## config.mk

```make
export PLATFORM = sky130hd
export DESIGN_NAME = writeback_unit_flat
export DESIGN_NICKNAME = d
export VERILOG_FILES = /design/src/rtl/writeback_unit_if.sv /design/src/rtl/writeback_unit.sv /design/src/flat_wrapper.sv
export SDC_FILE = /design/constraint.sdc
export NUM_CORES = 1
export LEC_CHECK = 0
export BUFFER_PORTS_ARGS = -buffer_cell sky130_fd_sc_hd__buf_2
export CORE_ASPECT_RATIO = 1.75
export CORE_MARGIN = 2
export CORE_UTILIZATION = 58
export DETAILED_ROUTE_END_ITERATION = 7
export PLACE_DENSITY = 0.85
export SETUP_SLACK_MARGIN = 0.15
export SKIP_CTS_REPAIR_TIMING = 1
export SYNTH_ARGS = -nofsm -noshare
export SYNTH_HDL_FRONTEND = slang
export SYNTH_SLANG_ARGS = --single-unit
export TNS_END_PERCENT = 1
```

## constraint.sdc

```tcl
create_clock -name clk -period 5.95 [get_ports clk]
set_clock_uncertainty 0.2 [all_clocks]
set_input_delay 0 -clock clk [delete_from_list [all_inputs] [get_ports clk]]
set_output_delay 0 -clock clk [all_outputs]
set_load 0.005 [all_outputs]
```

## src/rtl/writeback_unit_if.sv

```systemverilog
// Execution-result and register-file write channels of the write-back stage.
// The slave modport is the write-back unit's view; master is the surrounding pipeline.
interface writeback_unit_if #(
   parameter int unsigned DATA_WIDTH = 32,
   parameter int unsigned ADDR_WIDTH = 32
);
   logic                  exe_valid;
   logic [DATA_WIDTH-1:0] exe_result;
   logic [4:0]            exe_rd;
   logic [ADDR_WIDTH-1:0] exe_pc;
   logic                  rf_wr_ready;
   logic                  rf_wr_en;
   logic [4:0]            rf_wr_addr;
   logic [DATA_WIDTH-1:0] rf_wr_data;
   logic [ADDR_WIDTH-1:0] retire_pc;

   modport slave (
      input  exe_valid, exe_result, exe_rd, exe_pc, rf_wr_ready,
      output rf_wr_en, rf_wr_addr, rf_wr_data, retire_pc
   );

   modport master (
      output exe_valid, exe_result, exe_rd, exe_pc, rf_wr_ready,
      input  rf_wr_en, rf_wr_addr, rf_wr_data, retire_pc
   );
endinterface

```

## src/rtl/writeback_unit.sv

```systemverilog
// In-order retire queue draining execution results to the register file,
// with youngest-match bypass, retire counter and overflow-avoiding stall request.
module writeback_unit #(
   parameter int unsigned DATA_WIDTH = 32,
   parameter int unsigned ADDR_WIDTH = 32,
   parameter int unsigned DEPTH      = 4
) (
   input  logic                  clk,
   input  logic                  reset,
   writeback_unit_if.slave       wb,
   input  logic [4:0]            byp_rs1,
   input  logic [4:0]            byp_rs2,
   output logic                  byp_hit1,
   output logic                  byp_hit2,
   output logic [DATA_WIDTH-1:0] byp_data1,
   output logic [DATA_WIDTH-1:0] byp_data2,
   output logic                  wb_stall_req,
   output logic                  overflow_err,
   output logic [63:0]           instret
);
   localparam int unsigned PW = $clog2(DEPTH);
   localparam int unsigned CW = PW + 1;

   logic [4:0]            rd_q  [DEPTH];
   logic [DATA_WIDTH-1:0] res_q [DEPTH];
   logic [ADDR_WIDTH-1:0] pc_q  [DEPTH];

   logic [PW-1:0] wr_ptr, rd_ptr;
   logic [CW-1:0] count;
   logic          not_empty, full, head_is_x0, push, pop;

   assign not_empty  = (count != '0);
   assign full       = (count == CW'(DEPTH));
   assign head_is_x0 = (rd_q[rd_ptr] == 5'd0);
   assign pop        = not_empty && (head_is_x0 || wb.rf_wr_ready);
   assign push       = wb.exe_valid && (!full || pop);

   // Head fields are gated so that stale storage never reaches the outputs.
   assign wb.rf_wr_en   = not_empty && !head_is_x0;
   assign wb.rf_wr_addr = not_empty ? rd_q[rd_ptr]  : '0;
   assign wb.rf_wr_data = not_empty ? res_q[rd_ptr] : '0;
   assign wb.retire_pc  = not_empty ? pc_q[rd_ptr]  : '0;

   assign wb_stall_req = (count >= CW'(DEPTH - 1));

   always_ff @(posedge clk) begin
      if (push) begin
         rd_q[wr_ptr]  <= wb.exe_rd;
         res_q[wr_ptr] <= wb.exe_result;
         pc_q[wr_ptr]  <= wb.exe_pc;
      end
   end

   always_ff @(posedge clk) begin
      if (reset) begin
         wr_ptr       <= '0;
         rd_ptr       <= '0;
         count        <= '0;
         overflow_err <= 1'b0;
         instret      <= '0;
      end else begin
         if (push)
            wr_ptr <= wr_ptr + PW'(1);
         if (pop) begin
            rd_ptr  <= rd_ptr + PW'(1);
            instret <= instret + 64'd1;
         end
         case ({push, pop})
            2'b10:   count <= count + CW'(1);
            2'b01:   count <= count - CW'(1);
            default: count <= count;
         endcase
         if (wb.exe_valid && full && !pop)
            overflow_err <= 1'b1;
      end
   end

   // Walk from oldest to youngest so the last match (youngest) wins.
   always_comb begin
      logic [PW-1:0] idx;
      byp_hit1  = 1'b0;
      byp_hit2  = 1'b0;
      byp_data1 = '0;
      byp_data2 = '0;
      idx       = '0;
      for (int unsigned i = 0; i < DEPTH; i++) begin
         idx = rd_ptr + PW'(i);
         if (CW'(i) < count) begin
            if (byp_rs1 != 5'd0 && rd_q[idx] == byp_rs1) begin
               byp_hit1  = 1'b1;
               byp_data1 = res_q[idx];
            end
            if (byp_rs2 != 5'd0 && rd_q[idx] == byp_rs2) begin
               byp_hit2  = 1'b1;
               byp_data2 = res_q[idx];
            end
         end
      end
   end
endmodule

```

## src/flat_wrapper.sv

```systemverilog
// flat-port wrapper written by rule: the top's interface ports become plain ports
module writeback_unit_flat 
#(
   parameter int unsigned DATA_WIDTH = 32,
   parameter int unsigned ADDR_WIDTH = 32,
   parameter int unsigned DEPTH      = 4
)
  (clk, reset, byp_rs1, byp_rs2, byp_hit1, byp_hit2, byp_data1, byp_data2, wb_stall_req, overflow_err, instret, wb_exe_valid, wb_exe_result, wb_exe_rd, wb_exe_pc, wb_rf_wr_ready, wb_rf_wr_en, wb_rf_wr_addr, wb_rf_wr_data, wb_retire_pc);
  writeback_unit_if #(.DATA_WIDTH(DATA_WIDTH), .ADDR_WIDTH(ADDR_WIDTH)) wb_i ();
  input  logic clk;
  input  logic reset;
  input  logic [4:0] byp_rs1;
  input  logic [4:0] byp_rs2;
  output logic byp_hit1;
  output logic byp_hit2;
  output logic [DATA_WIDTH-1:0] byp_data1;
  output logic [DATA_WIDTH-1:0] byp_data2;
  output logic wb_stall_req;
  output logic overflow_err;
  output logic [63:0] instret;
  input wire logic [$bits(wb_i.exe_valid)-1:0] wb_exe_valid;
  input wire logic [$bits(wb_i.exe_result)-1:0] wb_exe_result;
  input wire logic [$bits(wb_i.exe_rd)-1:0] wb_exe_rd;
  input wire logic [$bits(wb_i.exe_pc)-1:0] wb_exe_pc;
  input wire logic [$bits(wb_i.rf_wr_ready)-1:0] wb_rf_wr_ready;
  output wire logic [$bits(wb_i.rf_wr_en)-1:0] wb_rf_wr_en;
  output wire logic [$bits(wb_i.rf_wr_addr)-1:0] wb_rf_wr_addr;
  output wire logic [$bits(wb_i.rf_wr_data)-1:0] wb_rf_wr_data;
  output wire logic [$bits(wb_i.retire_pc)-1:0] wb_retire_pc;
  assign wb_i.exe_valid = wb_exe_valid;
  assign wb_i.exe_result = wb_exe_result;
  assign wb_i.exe_rd = wb_exe_rd;
  assign wb_i.exe_pc = wb_exe_pc;
  assign wb_i.rf_wr_ready = wb_rf_wr_ready;
  assign wb_rf_wr_en = wb_i.rf_wr_en;
  assign wb_rf_wr_addr = wb_i.rf_wr_addr;
  assign wb_rf_wr_data = wb_i.rf_wr_data;
  assign wb_retire_pc = wb_i.retire_pc;
  writeback_unit #(.DATA_WIDTH(DATA_WIDTH), .ADDR_WIDTH(ADDR_WIDTH), .DEPTH(DEPTH)) u_core (.clk(clk), .reset(reset), .wb(wb_i), .byp_rs1(byp_rs1), .byp_rs2(byp_rs2), .byp_hit1(byp_hit1), .byp_hit2(byp_hit2), .byp_data1(byp_data1), .byp_data2(byp_data2), .wb_stall_req(wb_stall_req), .overflow_err(overflow_err), .instret(instret));
endmodule
```

==> impl_metrics.py <==
metrics = {
    "critical_path": {
        "slowest_delay_ns": 1.02,
        "critPathRequiredTime_ns": 5.75,
        "end_kind": "primary output",
        "crit_slowest_cell": "dfxtp_4",
        "worst-setup-path-type": "flip-flop to primary output",
        "crit_fanout": 62,
        "arrival_ns": 4.66,
        "cp-start-kind": "flip-flop",
        "cp_cell_sequence": "mux4_2 -> xor2_1 -> nor3_1 -> and2_2 -> a221oi_1 -> o22ai_1 -> buf_2",
    },
    "synth": {
        "ys_seq_area_frac": 0.502,
        "ys_seq_elements": 350,
        "synthCells": 1589,
        "synth_top_family_by_area": "multiplexers",
        "yosys_warnings": 0,
        "syn_avg_cell_area_um2": 12.2,
        "synthTopCellsByCount": "edfxtp_1 (276), nand2_1 (131), mux4_2 (115)",
        "yosysUniqueCellTypes": 54,
        "yosysMostFrequentCell": "edfxtp_1",
        "synth_fp_nets": 1682,
        "async_flop_share": 0,
        "synth_compound_gate_area_share": 0.104,
        "synth_fa_ha_area_frac": 0.00643,
        "synthTopCellsByArea": "edfxtp_1 (43%), mux4_2 (13%), dfxtp_1 (7.6%)",
        "synth.top_cell.area_share": 0.426,
        "synth_edf_count": 276,
        "synth_area_leader_cell": "edfxtp_1",
        "synthesis.area_mm2": 0.0195,
        "synthFlopType": "edfxtp_1",
        "synth_simple_gate_area_frac": 0.129,
        "muxShareOfSynthArea": 0.188,
        "synth_xor_area_frac": 0.0374,
    },
    "route": {
        "wl_um": 58700,
        "via_per_inst": 6.97,
        "vias": 16024,
        "drt-wirelength-per-cell_um": 25.5,
        "drc_errors": 0,
        "dr.first_iter.drc_count": 1932,
        "firstDrtPassIters": 6,
        "ant_nets": 0,
    },
    "placement": {
        "place_congestion": 0.938,
        "detailed_place_hpwl_um": 35300,
        "portBuffers": 284,
    },
    "timing": {
        "period_needed_ns": 4.86,
        "setup_viol": 0,
        "slew_headroom": 0.123,
        "fmax_mhz": 206,
        "maxSlewViolCount": 0,
        "fin_crit_sh": 0.817,
        "rsz0062_at_grt": "false",
        "tightest_slew_ns": 1.31,
        "hold_violations": 0,
        "timing.setup.tns_ns": 0,
    },
    "floorplan": {
        "io_pins": 285,
        "core-area_mm2": 0.0330,
        "start_util": 0.589,
        "fp.dieW_um": 142,
        "core.rowCount": 88,
        "dieArea_mm2": 0.0351,
        "die_h_um": 246,
    },
    "final_layout": {
        "drive_gt1_frac": 0.296,
        "syn_to_final_growth_pct": 17.6,
        "post-route-util": 0.693,
        "nets": 1960,
    },
    "clocking": {
        "ctsHtreeMaxLevel": 2,
        "cts_tree": "done",
        "cts.sinks": 350,
        "cts_buffers": 34,
        "clock_latency_ns": 0.54,
        "cts_buffer_depth": 3,
        "path_clk_slew_ns": 0.06,
        "root_buffer": "clkbuf_16",
    },
    "status": {
        "status": "finished, final reports clean",
    },
    "grt": {
        "track_usage": 0.319,
        "grt_overflow": 0,
        "antenna_found_initial": 3,
        "grt_max_degree": 81,
        "grt_pass1_wl_um": 85600,
        "grt_pass1_vias": 15527,
    },
    "pwr": {
        "p_leak_nw": 7.78,
        "p_sw_frac": 0.349,
        "power_switching_mw": 2.91,
        "p_int_mw": 5.41,
        "power_frac_seq": 0.369,
        "clockPowerShare": 0.262,
        "power.density_mw_per_mm2": 363,
        "pwr-share-comb": 0.369,
        "ir_worst_vdd_uv": 253,
    },
    "job": {
        "cap_viol_max_count": 0,
    },
    "hold_path": {
        "holdCritPathClass": "input port to flip-flop",
    },
}
==> flip-flops by register name (all words and copies together), names as in the netlist, named ones only <==
name	cells
u_core.count	3
u_core.pc_q	128
u_core.rd_q	20
u_core.instret	64
u_core.overflow_err	1
u_core.wr_ptr	2
u_core.rd_ptr	2
u_core.res_q	128
==> critical path, delay by kind of cell, from the launching register on <==
kind / cells / cell delay (ns)
buf+inv: 1 / 0.19
mux: 1 / 0.64
compound gates: 2 / 0.60
xor+xnor: 1 / 0.15
flops: 1 / 1.02
simple gates: 2 / 1.50
==> cell type report <==
| type | count | area, um^2 |
|---|---|---|
| tap | 405 | 507 |
| sequential | 350 | 9780 |
| multi-input combinational | 1085 | 9100 |
| clock inverter | 23 | 248 |
| fill | 2212 | 10100 |
| clock buffer | 37 | 862 |
| timing repair buffer | 379 | 2320 |
| antenna | 2 | 5.00 |
| inverter | 17 | 63.8 |
==> worst paths after layout <==
kind	start	endpoint	slack, ns	cells after the start
setup / recovery	u_core.rd_ptr[0]$_SDFFE_PP0P_	byp_data1[21]	1.09	7
hold / removal	wb_exe_pc[30]	u_core.pc_q[3][30]$_DFFE_PP_	0.004	2
setup reg to reg	flip-flop	u_core.pc_q[1][8]$_DFFE_PP_	1.67	6
hold reg to reg	u_core.instret[51]$_SDFFE_PP0P_	u_core.instret[51]$_SDFFE_PP0P_	0.31	2
==> placed cells by master, fill, tap and decap left out, types with 28 or more instances in the layout <==
master / synthesis / routed
clkbuf_16: 0 / 34
nand4_1: 33 / 33
nor3_1: 48 / 48
a21oi_1: 59 / 59
dlygate4sd3_1: 0 / 74
mux2i_1: 68 / 68
edfxtp_1: 276 / 276
mux2_2: 34 / 34
xnor2_1: 45 / 44
xor2_1: 38 / 38
buf_2: 14 / 284
and2_1: 77 / 72
o22ai_1: 32 / 32
a221oi_1: 32 / 32
o211ai_1: 34 / 34
nor2_1: 93 / 93
nand2_1: 131 / 130
mux4_2: 115 / 115
o21ai_0: 79 / 79
dfxtp_1: 74 / 70
o221ai_2: 28 / 28
==> per-layer routing <==
| layer | wire, um | global-route usage |
|---|---|---|
| met2 | 29400 | 0.544 |
| met3 | 6120 | 0.0577 |
| met4 | 4270 | 0.225 |
| met5 | 0 | 0 |
| met1 | 18900 | 0.359 |
==> power groups by stage <==
stage / logic [mW] / registers [mW] / clock network [mW]
3_5_place_dp: 2.92 / 3.11 / 0
4_1_cts: 2.96 / 3.06 / 2.18
5_1_grt: 3.24 / 3.10 / 2.28
3_3_place_gp: 2.87 / 3.09 / 0
2_1_floorplan: 2.15 / 2.91 / 0
6_report: 3.07 / 3.07 / 2.18
==> kinds of logic after synthesis <==
logic type	after synthesis
AOI/OAI and AO/OA	286
xor gates and xnor gates	83
adders and majority gates	10
buffers and inverters	154
DFF	350
muxes	217
and+or+nand+nor	489
==> stage by stage <==
stage / worst slack (ns) / cells / power, mW / hold WS (ns) / cell area (um^2)
after detailed placement: 1.68 / 2162 / 6.03 / 0.0167 / 21000
after CTS: 1.21 / 2222 / 8.20 / -0.536 / 22100
after global routing: 0.961 / 2298 / 8.61 / 0.0195 / 22900
after floorplan: 1.66 / 1589 / 5.06 / -0.101 / 19500
after global placement: 1.78 / 2162 / 5.96 / 0.00979 / 21000
final: 1.09 / 2298 / 8.32 / 0.00436 / 22900
No activity file was read; power rests on OpenSTA's default activity.
